--- config.mk ---
export PLATFORM = sky130hd
export DESIGN_NAME = seven_seg_scanner
export DESIGN_NICKNAME = d
export VERILOG_FILES = /design/src/rtl/seven_seg_scanner.sv
export SDC_FILE = /design/constraint.sdc
export NUM_CORES = 1
export LEC_CHECK = 0
export CELL_PAD_IN_SITES_DETAIL_PLACEMENT = 1
export CELL_PAD_IN_SITES_GLOBAL_PLACEMENT = 1
export CORE_MARGIN = 2
export CORE_UTILIZATION = 30
export CTS_CLUSTER_SIZE = 25
export DETAILED_ROUTE_END_ITERATION = 6
export PLACE_DENSITY_LB_ADDON = 0.1
export SETUP_SLACK_MARGIN = 0.4
export SYNTH_ARGS = -nofsm -noshare
export SYNTH_HDL_FRONTEND = slang
export SYNTH_SLANG_ARGS = --single-unit
export TNS_END_PERCENT = 100
--- constraint.sdc ---
create_clock -name clk -period 4.2 [get_ports clk]
set_input_delay 0.42 -clock clk [delete_from_list [all_inputs] [get_ports clk]]
set_output_delay 0.42 -clock clk [all_outputs]
set_load 0.05 [all_outputs]
--- src/rtl/seven_seg_scanner.sv ---
// seven_seg_scanner
//   Time-multiplexed scan driver for a 4-digit common-anode seven-segment
//   display. The four active-low segment bytes and the brightness value are
//   latched once per frame, at slot 0 / count 0. This keeps a frame from
//   mixing old and new data. Each digit slot opens with a blanking gap to
//   suppress ghosting. It then runs a 16-step PWM window for brightness.
//
// Ports
//   clk         system clock
//   rst_n       asynchronous active-low reset
//   enable      1 = scanning; 0 = blanked, scan position parked at frame start
//   digit0..3   active-low segment bytes (bit 7 = DP), digit0 is rightmost
//   brightness  PWM duty, 0 = off, 15 = fully on
//   segOut      shared active-low segment bus (registered)
//   anodeOut    digit enables, one-hot when lit (registered)
//   frameStart  one-cycle pulse on the first output cycle of each frame
//
// Scan position
//   slot | meaning
//   0..3 | digit currently owning the bus; advances after DWELL_CYCLES
//   cnt  | cycle within slot; < BLANK_CYCLES is the blanking gap
//
// Outputs lag the scan position by one register stage. Segments and anodes
// are driven from the same registered decision, so they always switch on the
// same edge.

module seven_seg_scanner #(
   parameter int DWELL_CYCLES     = 1000,
   parameter int BLANK_CYCLES     = 16,
   parameter bit ANODE_ACTIVE_LOW = 1'b1
) (
   input  logic       clk,
   input  logic       rst_n,
   input  logic       enable,
   input  logic [7:0] digit0,
   input  logic [7:0] digit1,
   input  logic [7:0] digit2,
   input  logic [7:0] digit3,
   input  logic [3:0] brightness,
   output logic [7:0] segOut,
   output logic [3:0] anodeOut,
   output logic       frameStart
);

   // At least 4 bits so the PWM phase can always be taken from the count.
   localparam int            CW        = (DWELL_CYCLES > 16) ? $clog2(DWELL_CYCLES) : 4;
   localparam logic [CW-1:0] CNT_LAST  = CW'(DWELL_CYCLES - 1);
   localparam logic [CW-1:0] BLANK_END = CW'(BLANK_CYCLES);
   localparam logic [3:0]    ANODE_OFF = ANODE_ACTIVE_LOW ? 4'hF : 4'h0;

   logic [1:0]    slot;
   logic [CW-1:0] cnt;
   logic [7:0]    shadow [4];
   logic [3:0]    bright_sh;

   logic          frame_origin;
   logic [3:0]    pwm_phase;
   logic          lit;
   logic [3:0]    onehot;
   logic [7:0]    seg_nxt;
   logic [3:0]    anode_nxt;

   always_comb begin
      frame_origin = enable && (slot == 2'd0) && (cnt == '0);
      // Only meaningful once cnt >= BLANK_END; the low 4 bits give mod 16.
      pwm_phase    = 4'(cnt - BLANK_END);
      lit          = enable && (cnt >= BLANK_END) &&
                     ((bright_sh == 4'hF) || (pwm_phase < bright_sh));
      onehot       = 4'b0001 << slot;
      seg_nxt      = 8'hFF;
      anode_nxt    = ANODE_OFF;
      if (lit) begin
         seg_nxt   = shadow[slot];
         anode_nxt = ANODE_ACTIVE_LOW ? ~onehot : onehot;
      end
   end

   always_ff @(posedge clk or negedge rst_n) begin
      if (!rst_n) begin
         slot      <= 2'd0;
         cnt       <= '0;
         bright_sh <= 4'h0;
         for (int i = 0; i < 4; i++) shadow[i] <= 8'hFF;
      end else if (!enable) begin
         slot <= 2'd0;
         cnt  <= '0;
      end else begin
         if (frame_origin) begin
            shadow[0] <= digit0;
            shadow[1] <= digit1;
            shadow[2] <= digit2;
            shadow[3] <= digit3;
            bright_sh <= brightness;
         end
         if (cnt == CNT_LAST) begin
            cnt  <= '0;
            slot <= slot + 2'd1;
         end else begin
            cnt  <= cnt + 1'b1;
         end
      end
   end

   always_ff @(posedge clk or negedge rst_n) begin
      if (!rst_n) begin
         segOut     <= 8'hFF;
         anodeOut   <= ANODE_OFF;
         frameStart <= 1'b0;
      end else begin
         segOut     <= seg_nxt;
         anodeOut   <= anode_nxt;
         frameStart <= frame_origin;
      end
   end

endmodule

==> run_results.csv, run 1 <==
group,metric,value,unit
sta,hold_violations,0,
global_routing,grt_pass1_vias,1913,
worst_setup_path,path_max_fanout,26,
sta,worst_hold_slack,452.5,ps
global_routing,antenna_found_initial,0,
synthesis,synth_area,2910,µm²
power_and_ir_drop,ir_worst_vdd,0.1444,mV
die,io_pins,52,
synthesis,syn_nets,248,
detailed_routing,routed_wl,6220,µm
detailed_routing,firstDrtPassIters,4,
place,port-buffer-count,51,
synthesis,seq_area_frac_synth,54.34,%
worst_setup_path,arrival,2690,ps
synthesis,synth-edff-count,0,
detailed_routing,drt-initial-drc-count,73,
worst_setup_path,startpoint,"slot[0]",
sta,relSlewSlack,29.89,%
worst_setup_path,timing_worst_setup_path_type,"reg -> reg",
final_layout,nNetsFinal,305,
power_and_ir_drop,powerDensity,460.5,nW/µm²
power_and_ir_drop,clockPowerShare,31.6,%
sta,fin_setup_tns,0,ps
clock_network,cts_sinks,61,
die,start_util,31.20,%
detailed_routing,wl_per_cell,15.91,µm
power_and_ir_drop,p_int,1307,µW
power_and_ir_drop,power.leakage,0.001573,µW
final_layout,diodes,0,
clock_network,cts_tree,"done",
synthesis,synthMostInstantiatedCell,"dfstp_2",
flow_run,maxCapViolCount,0,
worst_setup_path,r2r_end,"shadow[31]",
worst_setup_path,critical_path.cell_chain,"inv_1 > ha_1 > nand4_4 > buf_4 > mux2_2",
place,dp_hpwl,4168,µm
clock_network,clk_latency,340,ps
detailed_routing,drc,0,
power_and_ir_drop,swShare,24.33,%
hold_path,hp-class,"in -> async",
worst_setup_path,rr_worst_depth,5,
synthesis,synth_common_cells,"44 x dfstp_2, 29 x mux2_4, 17 x dfrtp_1",
global_routing,grt_pass1_wl,10160,µm
clock_network,postCtsSetupBuffers,0,
final_layout,drive_gt1_share,44.66,%
detailed_routing,drt.antenna.violating_nets,0,
clock_network,cts.htree.levels,3,
global_routing,grt_usage,13.19,%
clock_network,cts_buffers,9,
synthesis,synth.largest_area_cell,"dfstp_2",
synthesis,synth_flop_cell,"dfstp_2",
global_routing,gr-total-overflow,0,
sta,rsz0062_at_grt,"no",
synthesis,synth.top_cells.by_area,"dfstp_2 40%, mux2_4 15%, dfrtp_1 15%, mux4_2 6.2%, ha_1 3.9%",
sta,slew_viol_final,0,
synthesis,async_flop_share,100.0,%
place,dp.cells,375,
sta,setup_slack,1768,ps
die,die_width,102.5,µm
place,routabilityCongestion,0.7333,
clock_network,cts_resized,0,
clock_network,clk_path_buf_depth,2,
synthesis,avgSynthCellArea,14.55,µm²
die,die_h,102.5,µm
global_routing,grt_max_degree,35,
power_and_ir_drop,p_total,1728,µW
clock_network,clk_pin_slew,70,ps
run_status,status,"finished clean",
sta,fmaxAchievable,411.2,MHz
final_layout,final_cells,391,
power_and_ir_drop,switchingPower,420.3,µW
detailed_routing,via_per_inst,4.448,
sta,setup_viol,0,
clock_network,hold_buffers,0,
sta,fin_worst_skew,10.04,ps
place,dpl_worst_slack,1569,ps
worst_setup_path,critPathMaxStageDelay,770,ps
worst_setup_path,crit_path_start_kind,"flip-flop",
final_layout,syn2layout_area_growth,28.93,%
die,rows,35,
synthesis,synth_cells,200,
synthesis,ys_ff_latch,61,
worst_setup_path,r2r_slack,1770,ps
sta,finalCriticalPeriod,2432,ps
synthesis,yosysTopAreaCellShare,39.72,%
die,coreArea,9328,µm²
clock_network,root_buffer,"clkbuf_8",
worst_setup_path,worst_r2r_startpoint,"slot[0]",
power_and_ir_drop,sequentialPowerShare,48.3,%
die,dieArea,10510,µm²
synthesis,ys_types,33,
worst_setup_path,end_kind,"flip-flop",
sta,min_period_over_period,57.90,%
detailed_routing,vias,1739,
power_and_ir_drop,combPwrFrac,20.1,%
worst_setup_path,crit_slowest_cell,"dfrtp_1",
synthesis,yosysWarnings,0,
sta,tightest_slew,1052,ps
worst_setup_path,crit_required,4460,ps
## power groups by stage
stage	clock, µW	combinational, µW	sequential, µW
floorplan	0	243	838
global placement	0	346	842
detailed placement	0	352	842
CTS	566	354	835
global route	591	377	850
finish	546	347	835
## cell usage in the layout (no fill, tap or decap), types with 9 or more instances in the layout
| cell | count |
|---|---|
| clkbuf_8 | 12 |
| clkdlybuf4s50_1 | 50 |
| dfrtp_1 | 17 |
| dfstp_2 | 44 |
| ha_1 | 9 |
| inv_1 | 9 |
| mux2_4 | 29 |
| nand2_1 | 12 |
| nor2_1 | 12 |
## metal layers
| metal | vias to the layer above | track usage [%] | wire length [µm] |
|---|---|---|---|
| met5 | - | 0 | 0 |
| met4 | 0 | 4.615 | 43 |
| met3 | 5 | 4.407 | 302 |
| met2 | 45 | 19.61 | 2719 |
| met1 | 868 | 18.09 | 3155 |
| li1 | 821 | - | - |
## critical path: cells and delay by family (launching register included)
family	cells	cell delay [ps]
multiplexers	1	390
AND/OR/NAND/NOR	1	200
buffers and inverters	2	670
adder cells (fa/ha/maj)	1	310
flip-flops	1	770
## cell type report
cell class              count  area, µm²
clock inverters             4      45.04
well taps                 129      161.4
inverters                  10      37.54
fillers                   997       5575
flip-flops and latches     61       1582
multi-input cells         122       1241
clock buffers              12      165.2
repair buffers             53      520.5
## worst max path at each step
stage | cells after the start | slack (ps) | to
2_1_floorplan | 6 | 2470 | bright_sh[2]
3_3_place_gp | 6 | 1620 | shadow[27]
3_5_place_dp | 6 | 1570 | shadow[6]
4_1_cts | 5 | 1680 | shadow[31]
5_1_grt | 5 | 1570 | shadow[31]
6_report | 5 | 1770 | shadow[31]
## flip-flops by register name, indices dropped and copies added (netlist names)
register / flops
cnt: 10
shadow: 32
slot: 2
segOut: 8
bright_sh: 4
anodeOut: 4
frameStart: 1
## cells by family (layout without fill, tap and decap cells)
| logic type | after synthesis | in the layout | synth area share, % |
|---|---|---|---|
| and+or+nand+nor | 55 | 55 | 11.56 |
| AOI/OAI and AO/OA | 8 | 8 | 1.548 |
| DFF | 61 | 61 | 54.34 |
| adders and majority gates | 9 | 9 | 3.869 |
| muxes | 44 | 44 | 23.86 |
| xor gates and xnor gates | 6 | 6 | 1.806 |
| buffers and inverters | 17 | 79 | 3.009 |
## through the flow
| step | utilization [%] | cell area (µm²) |
|---|---|---|
| floorplan | - | 2910 |
| CTS | 40.23 | 3752 |
| global placement | 37.97 | 3542 |
| detailed placement | 37.97 | 3542 |
| finish | 40.23 | 3752 |
| global route | 40.23 | 3752 |
(Power assumes the default switching activity.)
==> run 2, diff against run 1 <==
clock period = 2.5 ns   (was 4.2 ns; I/O delays follow)
==> run 2 against run 1 <==
  * Power rose by 70%
  * Clock-buffer cell count rose by 1
  * Register-to-register slack got worse by 1200 ps
  * Wire length rose by 1.5%
  * First-iteration DRC count fell by 33%
  * Setup slack got worse by 1200 ps
  * Clock skew fell by 0.95 ps
==> run_results.csv, run 2 (synthesis gave the netlist of run 1 again) <==
group,metric,value,unit
run_status,status,"finished clean",
clock_network,root_buffer,"clkbuf_8",
clock_network,clk_pin_slew,70,ps
worst_setup_path,critPathMaxStageDelay,800,ps
power_and_ir_drop,p_int,2211,µW
power_and_ir_drop,swShare,24.60,%
place,routabilityCongestion,0.7325,
die,rows,35,
worst_setup_path,crit_path_start_kind,"flip-flop",
final_layout,layout_commonest_cell,"clkdlybuf4s50_1",
global_routing,grt_max_degree,30,
final_layout,syn2layout_area_growth,31.17,%
final_layout,top_regs,"shadow x32, cnt x10, segOut x8",
sta,tightest_slew,633.3,ps
worst_setup_path,crit_slowest_cell,"clkdlybuf4s50_1",
detailed_routing,wl_per_cell,15.90,µm
global_routing,grt_pass1_wl,10580,µm
global_routing,gr-total-overflow,0,
worst_setup_path,end_kind,"output pin",
die,start_util,31.20,%
global_routing,grt_usage,13.74,%
clock_network,cts_sinks,61,
die,die_h,102.5,µm
sta,min_period_over_period,77.20,%
final_layout,top_register,"shadow",
sta,fin_worst_skew,9.084,ps
power_and_ir_drop,ir_worst_vdd,0.3469,mV
detailed_routing,firstDrtPassIters,4,
sta,fmaxAchievable,518.1,MHz
global_routing,gr-usage-met2,19.61,%
detailed_routing,drt.antenna.violating_nets,0,
die,dieArea,10510,µm²
power_and_ir_drop,combPwrFrac,20.4,%
worst_setup_path,cp_top_family,"buffers and inverters",
final_layout,largest_register_ffs,32,
clock_network,cts_tree,"done",
clock_network,cts.htree.levels,3,
worst_setup_path,critical_path.cell_chain,"clkdlybuf4s50_1",
global_routing,met1_usage,19.29,%
detailed_routing,routed_wl,6311,µm
final_layout,fill_cells,987,
sta,rsz0062_at_grt,"no",
power_and_ir_drop,clockPowerShare,31.9,%
worst_setup_path,path_max_fanout,1,
place,dp_hpwl,4297,µm
place,dpl_worst_slack,371.0,ps
final_layout,layout_common_cells,"50 x clkdlybuf4s50_1, 44 x dfstp_2, 29 x mux2_4",
flow_run,maxCapViolCount,0,
sta,slew_viol_final,0,
worst_setup_path,timing_worst_setup_path_type,"reg -> out",
clock_network,cts_buffers,9,
sta,finalCriticalPeriod,1930,ps
detailed_routing,drt-initial-drc-count,49,
clock_network,clk_path_buf_depth,2,
power_and_ir_drop,switchingPower,721.6,µW
sta,setup_slack,570.0,ps
detailed_routing,drc,0,
worst_setup_path,crit_required,2250,ps
sta,worst_hold_slack,335.4,ps
die,coreArea,9328,µm²
worst_setup_path,crit_buf_inv,1,
global_routing,grt_pass1_vias,1923,
sta,hold_violations,0,
power_and_ir_drop,power.leakage,0.001601,µW
sta,relSlewSlack,57.78,%
place,port-buffer-count,51,
global_routing,grt_util_met3,5.085,%
power_and_ir_drop,sequentialPowerShare,47.7,%
die,die_width,102.5,µm
final_layout,nNetsFinal,311,
power_and_ir_drop,p_total,2933,µW
die,io_pins,52,
clock_network,postCtsSetupBuffers,0,
power_and_ir_drop,powerDensity,768.2,nW/µm²
final_layout,diodes,0,
sta,setup_viol,0,
sta,fin_setup_tns,0,ps
clock_network,clk_latency,340,ps
global_routing,antenna_found_initial,0,
final_layout,drive_gt1_share,45.52,%
detailed_routing,vias,1771,
global_routing,busiest_layer,"met2",
detailed_routing,via_per_inst,4.461,
worst_setup_path,arrival,1680,ps
hold_path,hp-class,"in -> async",
-- run 2: changes by cell type in the layout (fill, tap and decap cells not counted) --
cell           before  now
a21oi_1             4    3
a21oi_2             0    1
buf_12              0    1
buf_4               2    6
clkbuf_1            0    1
clkinv_2            3    1
clkinvlp_4          0    1
dlygate4sd3_1       0    1
-- run 2: per-layer routing --
layer | wire length, µm | up-vias
met1 | 3170 | 881
met2 | 2727 | 46
met4 | 89 | 0
met3 | 324 | 9
met5 | 0 | -
li1 | - | 835
-- run 2: area by class of cell --
cell class                      count  area [µm²]  share of cell area, %
Clock inverter                      3       42.54                  1.114
Sequential cell                    61        1582                  41.43
Timing Repair Buffer               59       580.6                  15.21
Inverter                           10       37.54                 0.9833
Clock buffer                       13       168.9                  4.425
Multi-Input combinational cell    122        1245                  32.61
Tap cell                          129       161.4                  4.228
-- run 2: worst paths after layout --
check / startpoint / endpoint / slack, ps / cells past startpoint
min in group clk: brightness[1] / bright_sh[1] / 520 / 2
max reg2reg: cnt[0] / shadow[4] / 570 / 6
min: rst_n / frameStart / 340 / 2
min reg2reg: bright_sh[2] / bright_sh[2] / 540 / 1
max: segOut[7] / segOut[7] / 570 / 1
max in group asynchronous: rst_n / shadow[0] / 1410 / 3
-- run 2: metrics by stage --
stage,instances,area (µm²),utilization (%)
2_1_floorplan,200,2910,-
3_3_place_gp,380,3592,38.51
3_5_place_dp,380,3592,38.51
4_1_cts,397,3814,40.89
5_1_grt,397,3817,40.93
6_report,397,3817,40.93
-- run 2: repair_timing --
item                                   CTS  global route
endpoints found under the hold margin    3             0
hold buffers                             1             0
setup endpoints to repair                0            12
gates resized for setup                  0             1
-- run 2: worst reg2reg max path: cells and delay by family (launching register included) --
kind                     cells  cell delay [ps]
adder cells (fa/ha/maj)      1              160
buffers and inverters        2              410
flip-flops                   1              440
multiplexers                 1              320
AND/OR/NAND/NOR              2              520
-- run 2: power by group through the flow --
stage	combinational, µW	sequential, µW	clock, µW
6_report	599	1400	935
5_1_grt	648	1430	1030
4_1_cts	605	1400	971
3_5_place_dp	601	1410	0
3_3_place_gp	590	1410	0
2_1_floorplan	408	1410	0
